<file path="config.mk">
export PLATFORM = sky130hd
export DESIGN_NAME = fifo_wr_arbiter_flat
export DESIGN_NICKNAME = d
export VERILOG_FILES = /design/src/rtl/fifo_wr_arbiter_if.sv /design/src/rtl/fifo_wr_arbiter.sv /design/src/flat_wrapper.sv
export SDC_FILE = /design/constraint.sdc
export NUM_CORES = 1
export LEC_CHECK = 0
export CAP_MARGIN = 20
export CELL_PAD_IN_SITES_DETAIL_PLACEMENT = 1
export CELL_PAD_IN_SITES_GLOBAL_PLACEMENT = 1
export CORE_UTILIZATION = 29
export CTS_CLUSTER_DIAMETER = 100
export DETAILED_ROUTE_END_ITERATION = 7
export GPL_ROUTABILITY_DRIVEN = 0
export PLACE_DENSITY = 0.86
export SLEW_MARGIN = 20
export SYNTH_ARGS = -nofsm -noshare
export SYNTH_HDL_FRONTEND = slang
export SYNTH_SLANG_ARGS = --single-unit
</file>
<file path="constraint.sdc">
create_clock -name clk -period 3.21 [get_ports clk]
set_input_delay 0.4815 -clock clk [delete_from_list [all_inputs] [get_ports clk]]
set_output_delay 0.4815 -clock clk [all_outputs]
set_load 0.03 [all_outputs]
</file>
<file path="src/rtl/fifo_wr_arbiter_if.sv">
// -----------------------------------------------------------------------------
// fifo_wr_arbiter_if
//   Bundles the producer-side request/ack signals and the fifo write-port
//   signals seen by fifo_wr_arbiter.
//   slave  : the arbiter's view (consumes requests, drives the fifo write port)
//   master : the environment's view (producers and the fifo)
//   WIDTH and NUM_REQ must match the arbiter instance attached to it.
// -----------------------------------------------------------------------------
interface fifo_wr_arbiter_if #(
   parameter int WIDTH   = 8,
   parameter int NUM_REQ = 4
);
   logic [NUM_REQ-1:0]       i_req_stb;
   logic [NUM_REQ*WIDTH-1:0] i_req_data;
   logic [NUM_REQ-1:0]       o_req_ack;
   logic [NUM_REQ-1:0]       o_grant;
   logic                     o_busy;
   logic                     o_fifo_w_stb;
   logic [WIDTH-1:0]         o_fifo_w_data;
   logic                     i_fifo_full;
   logic [15:0]              o_stall_cnt;

   modport slave (
      input  i_req_stb, i_req_data, i_fifo_full,
      output o_req_ack, o_grant, o_busy, o_fifo_w_stb, o_fifo_w_data, o_stall_cnt
   );

   modport master (
      output i_req_stb, i_req_data, i_fifo_full,
      input  o_req_ack, o_grant, o_busy, o_fifo_w_stb, o_fifo_w_data, o_stall_cnt
   );
endinterface

</file>
<file path="src/rtl/fifo_wr_arbiter.sv">
// -----------------------------------------------------------------------------
// fifo_wr_arbiter
//   Shares one fifo write port between NUM_REQ producers. Ownership is granted
//   round-robin and limited to MAX_BURST accepted words per grant, after which
//   the next pending producer takes over without an idle cycle. The owner's
//   word is muxed onto the fifo write port and acked in the same cycle.
//
//   Optional feature macro: FIFO_ARB_STALL_CNT_EN
//     defined     -> o_stall_cnt counts cycles the owner is blocked by a full
//                    fifo (saturating at 16'hFFFF)
//     not defined -> o_stall_cnt is tied to zero, no counter flops
// -----------------------------------------------------------------------------
module fifo_wr_arbiter #(
   parameter int WIDTH     = 8,
   parameter int NUM_REQ   = 4,
   parameter int MAX_BURST = 4
) (
   input  logic              clk,
   input  logic              rst_n,
   fifo_wr_arbiter_if.slave  bus
);

   localparam int IDX_W  = $clog2(NUM_REQ);
   localparam int BEAT_W = (MAX_BURST > 1) ? $clog2(MAX_BURST) : 1;

   localparam logic [IDX_W-1:0]  LAST_IDX  = IDX_W'(NUM_REQ - 1);
   localparam logic [BEAT_W-1:0] LAST_BEAT = BEAT_W'(MAX_BURST - 1);

   typedef enum logic {
      IDLE = 1'b0,
      BUSY = 1'b1
   } state_t;

   state_t              state, state_nx;
   logic [IDX_W-1:0]    owner, owner_nx;
   logic [IDX_W-1:0]    last, last_nx;
   logic [BEAT_W-1:0]   beat_cnt, beat_nx;

   logic [NUM_REQ-1:0]  owner_oh;
   logic [NUM_REQ-1:0]  others;
   logic                owner_req;
   logic                accept;
   logic                burst_end;

   // Round-robin pick: first set bit of mask searching base+1, base+2, ...
   // wrapping at NUM_REQ. Returns base when mask is empty (callers guard).
   function automatic logic [IDX_W-1:0] rr_pick(
      input logic [NUM_REQ-1:0] mask,
      input logic [IDX_W-1:0]   base
   );
      logic [IDX_W-1:0] idx;
      logic [IDX_W-1:0] pick;
      logic             found;
      idx   = base;
      pick  = base;
      found = 1'b0;
      for (int i = 0; i < NUM_REQ; i++) begin
         idx = (idx == LAST_IDX) ? '0 : idx + IDX_W'(1);
         if (!found && mask[idx]) begin
            pick  = idx;
            found = 1'b1;
         end
      end
      return pick;
   endfunction

   // Owner decode and the requests competing against the current owner.
   assign owner_oh  = NUM_REQ'(1) << owner;
   assign owner_req = bus.i_req_stb[owner];
   assign others    = bus.i_req_stb & ~owner_oh;
   assign burst_end = accept && (beat_cnt == LAST_BEAT);

   // State register: FSM state, current owner, round-robin pointer, beat count.
   // NOTE: sequential state uses non-blocking assignments so every flop samples
   // pre-edge values regardless of process ordering in simulation.
   always_ff @(posedge clk or negedge rst_n) begin
      if (!rst_n) begin
         state    <= IDLE;
         owner    <= '0;
         last     <= LAST_IDX;    // req0 wins the first tie after reset
         beat_cnt <= '0;
      end else begin
         state    <= state_nx;
         owner    <= owner_nx;
         last     <= last_nx;
         beat_cnt <= beat_nx;
      end
   end

   // Next-state logic: arbitration from IDLE, burst counting and release in BUSY.
   // NOTE: every variable written here gets a hold/default value first so no
   // path leaves it unassigned and no latch is inferred.
   always_comb begin
      state_nx = state;
      owner_nx = owner;
      last_nx  = last;
      beat_nx  = beat_cnt;
      unique case (state)
         IDLE: begin
            if (|bus.i_req_stb) begin
               state_nx = BUSY;
               owner_nx = rr_pick(bus.i_req_stb, last);
               beat_nx  = '0;
            end
         end
         BUSY: begin
            if (!owner_req || burst_end) begin
               // Release: hand over to the next pending producer if any,
               // otherwise regrant a still-requesting owner, otherwise idle.
               last_nx = owner;
               beat_nx = '0;
               if (|others) begin
                  owner_nx = rr_pick(others, owner);
               end else if (!owner_req) begin
                  state_nx = IDLE;
               end
            end else if (accept) begin
               beat_nx = beat_cnt + BEAT_W'(1);
            end
            // A full fifo leaves accept low: grant held, beat count frozen.
         end
         default: begin
            state_nx = IDLE;
         end
      endcase
   end

   // Output logic: grant, accept/ack pulse and fifo write-port mux.
   always_comb begin
      accept            = 1'b0;
      bus.o_grant       = '0;
      bus.o_req_ack     = '0;
      bus.o_fifo_w_stb  = 1'b0;
      bus.o_fifo_w_data = '0;
      if (state == BUSY) begin
         bus.o_grant = owner_oh;
         // Never write into a full fifo; the producer simply keeps its word.
         accept = owner_req & ~bus.i_fifo_full;
         if (accept) begin
            bus.o_fifo_w_stb  = 1'b1;
            bus.o_fifo_w_data = bus.i_req_data[int'(owner)*WIDTH +: WIDTH];
            bus.o_req_ack     = owner_oh;
         end
      end
   end

   assign bus.o_busy = (state == BUSY);

`ifdef FIFO_ARB_STALL_CNT_EN
   logic [15:0] stall_cnt;

   // Stall counter: cycles the owner has a word but the fifo is full, saturating.
   always_ff @(posedge clk or negedge rst_n) begin
      if (!rst_n) begin
         stall_cnt <= '0;
      end else if ((state == BUSY) && owner_req && bus.i_fifo_full &&
                   (stall_cnt != 16'hFFFF)) begin
         stall_cnt <= stall_cnt + 16'd1;
      end
   end

   assign bus.o_stall_cnt = stall_cnt;
`else
   assign bus.o_stall_cnt = '0;
`endif

   // Safety properties of the write port and ack vector.
   a_no_write_when_full : assert property (
      @(posedge clk) disable iff (!rst_n) !(bus.o_fifo_w_stb && bus.i_fifo_full));
   a_ack_onehot0 : assert property (
      @(posedge clk) disable iff (!rst_n) $onehot0(bus.o_req_ack));
   a_ack_owner_only : assert property (
      @(posedge clk) disable iff (!rst_n) ((bus.o_req_ack & ~bus.o_grant) == '0));

endmodule
</file>
<file path="src/flat_wrapper.sv">
// flat-port wrapper written by rule: the top's interface ports become plain ports
module fifo_wr_arbiter_flat 
#(
   parameter int WIDTH     = 8,
   parameter int NUM_REQ   = 4,
   parameter int MAX_BURST = 4
)
  (clk, rst_n, bus_i_req_stb, bus_i_req_data, bus_i_fifo_full, bus_o_req_ack, bus_o_grant, bus_o_busy, bus_o_fifo_w_stb, bus_o_fifo_w_data, bus_o_stall_cnt);
  fifo_wr_arbiter_if #(.WIDTH(WIDTH), .NUM_REQ(NUM_REQ)) bus_i ();
  input  logic clk;
  input  logic rst_n;
  input wire logic [$bits(bus_i.i_req_stb)-1:0] bus_i_req_stb;
  input wire logic [$bits(bus_i.i_req_data)-1:0] bus_i_req_data;
  input wire logic [$bits(bus_i.i_fifo_full)-1:0] bus_i_fifo_full;
  output wire logic [$bits(bus_i.o_req_ack)-1:0] bus_o_req_ack;
  output wire logic [$bits(bus_i.o_grant)-1:0] bus_o_grant;
  output wire logic [$bits(bus_i.o_busy)-1:0] bus_o_busy;
  output wire logic [$bits(bus_i.o_fifo_w_stb)-1:0] bus_o_fifo_w_stb;
  output wire logic [$bits(bus_i.o_fifo_w_data)-1:0] bus_o_fifo_w_data;
  output wire logic [$bits(bus_i.o_stall_cnt)-1:0] bus_o_stall_cnt;
  assign bus_i.i_req_stb = bus_i_req_stb;
  assign bus_i.i_req_data = bus_i_req_data;
  assign bus_i.i_fifo_full = bus_i_fifo_full;
  assign bus_o_req_ack = bus_i.o_req_ack;
  assign bus_o_grant = bus_i.o_grant;
  assign bus_o_busy = bus_i.o_busy;
  assign bus_o_fifo_w_stb = bus_i.o_fifo_w_stb;
  assign bus_o_fifo_w_data = bus_i.o_fifo_w_data;
  assign bus_o_stall_cnt = bus_i.o_stall_cnt;
  fifo_wr_arbiter #(.WIDTH(WIDTH), .NUM_REQ(NUM_REQ), .MAX_BURST(MAX_BURST)) u_core (.clk(clk), .rst_n(rst_n), .bus(bus_i));
endmodule
</file>
======== After elaboration in Yosys (flattened, before gate mapping) ========
Cells that the tools add are included.
W data, S select, Z words.
word-level totals
  logic and storage cells ................. 139
  register bits ........................... 7
cells by class
  shift-type cells ........................ 2
  muxes and demuxes ....................... 76
  reduce and logical (&&, ||, !) cells .... 20
  magnitude comparators ................... 9
  bitwise gates (word level) .............. 5
  equal/unequal tests ..................... 14
  $add $sub $neg .......................... 9
operators with widths
  operator               number
  $mux W2                22
  $mux W1                37
  $shiftx A32 B6 Y8      1
  $lt A2 B3 Y1 const B   9
  $add A2 B1 Y2 const B  9
  $bmux W1 S2            9
  $eq A2 B2 Y1 const B   9
  $mux W8                2
  $mux W4                3
  $pmux W2 S2            2
  $reduce_or A4 Y1       2
  $logic_and A1 B1 Y1    7
  $logic_not A1 Y1       7
  $ne A5 B5 Y1 const B   1
  $and A4 B4 Y4          1
  $ne A2 B2 Y1 const B   2
  $not A4 Y4             1
  $reduce_and A2 Y1      2
  $reduce_and A4 Y1      1
  $shl A1 B2 Y4 const A  1
  $ne A3 B3 Y1 const B   1
  $ne A2 B1 Y1 const B   1
  $not A1 Y1             2
  $pmux W1 S2            1
  2 further kinds        2

======== Longest topological paths before layout ========
  depth in word-level cells ............... 27
  mapped depth ............................ 10
  gate-level depth less buffers ........... 8

======== Worst setup path before layout ========
OpenSTA, ideal clock, no wires.
  path kind ............................... reg2reg
  from .................................... register u_core.owner[1]
  to ...................................... register u_core.owner[0]
  stages on the path, launching flop included .. 11
  data required time ...................... 3,065 ps
  setup time .............................. 145 ps
  slack ................................... 824 ps
  arrival ................................. 2,241 ps
  path buffers ............................ 2
  path through ............................ dfrtp_1 -> clkbuf_1 -> inv_1 -> ha_1 -> clkbuf_1 -> or3b_1 -> a21oi_1 -> o21bai_1 -> a21oi_2 -> a21boi_2 -> a311oi_2
on the way
  cells in the longest elaborated chain, start to end .. 27
  elaborated cells on any way between the ends .. 60
  those cells by class .................... 4 x add/sub; 7 x eq/ne; 1 x shift; 34 x mux; 3 x bitwise; 11 x reduce/logical
RTL lines
  what                                                    line                   source
  start: declaration                                      fifo_wr_arbiter.sv:35  logic [IDX_W-1:0] owner, owner_nx;
  start signal: assignment                                fifo_wr_arbiter.sv:84  owner <= owner_nx;
  branches (longest 27 deep; another with $add A2 B1 Y2)  n/a
Parallel ways; which one is timed is not known. The select of a mux whose other input is x is not followed.
A chain may end at the register's enable or synchronous reset.

======== Worst setup path after layout ========
  from .................................... input port bus_i_req_stb[3]
  to ...................................... output port bus_o_fifo_w_data[4]
on the way
  cells in the longest elaborated chain, start to end .. 5
RTL lines
  what                           line                    source
  start: declaration             flat_wrapper.sv:12      input wire logic [$bits(bus_i.i_req_stb)-1:0] bus_i_req_stb;
  $bmux W1 S2                    fifo_wr_arbiter.sv:69   assign owner_req = bus.i_req_stb[owner];
  $mux W1 (implied by the code)  fifo_wr_arbiter.sv:69
  $and A1 B1 Y1                  fifo_wr_arbiter.sv:138  accept = owner_req & ~bus.i_fifo_full;
  $mux W8                        fifo_wr_arbiter.sv:139  if (accept) begin
  $mux W8                        fifo_wr_arbiter.sv:135  if (state == BUSY) begin
  end: declaration               flat_wrapper.sv:19      output wire logic [$bits(bus_i.o_fifo_w_data)-1:0] bus_o_fifo_w_data;
Every way passes these cells. The select of a mux whose other input is x is not followed.

==> out/qor.txt <==
status = finished, final reports clean
vias in the first global route = 1482
Starting Density = 30.4%
WL per Instance = 16.0 um
post-synth top area share = 14.0%
Setup crit end kind = output port
via count = 1504
Synth async-reset ratio = 100%
Sequential Area = 178 um^2
FF-to-FF End = u_core.owner[0]
clock sinks = 7
port bufs = 56
clk slew on worst S/H paths = 0.04 ns
worst-skew pair later-pin latency = 0.22 ns
fraction of layout instances using a drive strength above 1 = 19.2%
Flop pwr share = 13.8%
crit path kind = primary input to output port
first drt pass iteration count = 4
most common library cells after synthesis = buf_4 (17), and2_1 (16), nor2_1 (11), nand2_1 (10), mux4_2 (9)
routed wire length = 4670 um
Synth area leaders = mux4_2 (14%), buf_4 (8.8%), dfrtp_1 (8.6%)
largest net degree at the start of global routing = 19
clock share of power = 6.8%
Area Overhead vs Synth = 39.5%
initial antenna violation count = 0
core area = 4750 um^2
first-pass GRT wire length = 7360 um
H-tree depth = 1
Ys Warns = 0
Final Setup Violations = 0
count leader, synth = buf_4
HP Class = primary input to asynchronous set/reset pin
post-CTS sizing = 0
final hold vios = 0
die area = 5280 um^2
DRC Markers = 0
initial drt markers = 63
placed cell areas = 1970 um^2
row cnt = 25
Mapped Area = 1450 um^2
Primary FF master, synth = dfrtp_1
die height = 72.7 um
Sw Pwr = 0.927 mW
die width = 72.7 um
FMAX = 0.353 GHz
Int Pwr = 0.873 mW
vias per cell = 5.17
Global Route Usage Sum = 17.6%
synth unique cells = 59
min Tclk post-route = 2.83 ns
pwr/cell area = 891 nW/um^2
Arrival @ worst endpoint = 2.35 ns
R2R setup slack = 0.63 ns
# Post-CTS Setup Buffers = 0
unrepaired setup endpoints after global routing = no
maximum vdd drop = 256 uV
Slew HR = 56.0%
crit-path max FO = 13
dominant cell type by area after synthesis = mux4_2
CTS tree = done
Worst Skew = 0.00391 ns
post-synthesis sequential area ratio = 12.3%
CTS root buffer = clkbuf_8
CP startpoint kind = primary input
measured slew at the worst slew-check pin = 0.657 ns
Max Cap Viol = 0
Final Max Slew Viols = 0
Syn Inst Count = 171
Comb pwr share = 79.4%
Post-synth EDFFs = 0
Design Area, Final = 2020 um^2
FF-to-FF Start = u_core.owner[1]
switch share = 51.5%
hpwl dp = 3760 um
multi-input logic area = 1120 um^2
FF+latch count, synth = 7
antenna diode count = 0
hold_buf cts = 0
cts bufs inserted = 3
post-route ant nets = 0
layout filler cell count = 585
Top Ports = 73
Worst R2R Path Depth = 8
leakage = 0.830 nW
Nets = 270
clk buf depth = 2
Tcrit/Tclk final = 88.3%
setup_tns = 0 ns
Mapped Avg Cell Area = 8.47 um^2
critical path required time = 2.73 ns
Remaining Overflow, GRT = 0
-- registers in the layout, indices dropped and copies added, names as in the netlist --
name,count
u_core.beat_cnt,2
u_core.bus.o_busy,1
u_core.last,2
u_core.owner,2
-- power by group through the flow --
stage	Combinational, mW	Clock, mW	Sequential [mW]
5_1_grt	1.57	0.130	0.261
3_3_place_gp	1.39	0	0.250
6_report	1.43	0.123	0.248
4_1_cts	1.44	0.125	0.250
2_1_floorplan	1.10	0	0.190
3_5_place_dp	1.43	0	0.253
-- through the flow --
stage / setup WS [ns] / total power [mW] / instances / utilization (%) / hold WS [ns]
2_1_floorplan: 0.824 / 1.29 / 186 / - / 0.186
3_3_place_gp: 0.444 / 1.64 / 287 / 41.5 / 0.497
3_5_place_dp: 0.345 / 1.69 / 287 / 41.5 / 0.513
4_1_cts: 0.348 / 1.81 / 291 / 42.5 / 0.518
5_1_grt: 0.211 / 1.96 / 291 / 42.5 / 0.516
6_report: 0.376 / 1.80 / 291 / 42.5 / 0.510
-- logic make-up after synthesis --
group,share of synthesized area (%)
AND/OR/NAND/NOR,28.4
AO/OA/AOI/OAI,20.4
buffers and inverters,14.4
multiplexers,18.4
flip-flops,12.3
adder cells (fa/ha/maj),5.19
other,0.259
XOR/XNOR,0.605
-- worst max-delay path, cell delays in order --
cell	delay [ns]
clkdlybuf4s50_1	0.51
mux4_2	0.32
nand2_1	0.09
nor2_1	0.54
and2_1	0.24
buf_4	0.17
-- area by class of cell --
cell class	instances	share of cell area (%)
repair buffers	63	28.7
multi-input cells	146	55.3
inverters	4	0.743
flip-flops and latches	7	8.80
clock buffers	4	2.23
well taps	67	4.15
-- cell usage in the layout, fill, tap and decap left out, drive strengths merged, types with 5 or more instances in the layout --
cell type / n
a21oi: 7
and2: 16
buf: 20
clkdlybuf4s50: 43
conb: 16
dfrtp: 5
ha: 6
mux4: 9
nand2: 10
nand3: 5
nor2: 11
o21ai: 5
-- per-layer routing --
| layer | wire, um | global-route usage (%) | up-vias | part of all wire (%) |
|---|---|---|---|---|
| met5 | 0 | 0 | - | 0 |
| li1 | - | - | 717 | - |
| met3 | 445 | 4.01 | 2 | 9.5 |
| met4 | 22 | 1.53 | 0 | 0.47 |
| met2 | 2410 | 34.6 | 68 | 52 |
| met1 | 1790 | 19.8 | 717 | 38 |
-- worst max-delay path by stage --
stage	slack, ns	depth (start not counted)	to	start
3_3_place_gp	0.44	6	bus_o_req_ack[1]	bus_i_req_stb[3]
6_report	0.38	6	bus_o_fifo_w_data[4]	bus_i_req_stb[3]
3_5_place_dp	0.35	6	bus_o_fifo_w_data[4]	bus_i_req_stb[3]
2_1_floorplan	0.82	10	u_core.owner[0]	u_core.owner[1]
4_1_cts	0.35	6	bus_o_fifo_w_data[4]	bus_i_req_stb[3]
5_1_grt	0.21	5	bus_o_req_ack[1]	u_core.owner[1]
Note: power is estimated with default switching activity, not from simulation.
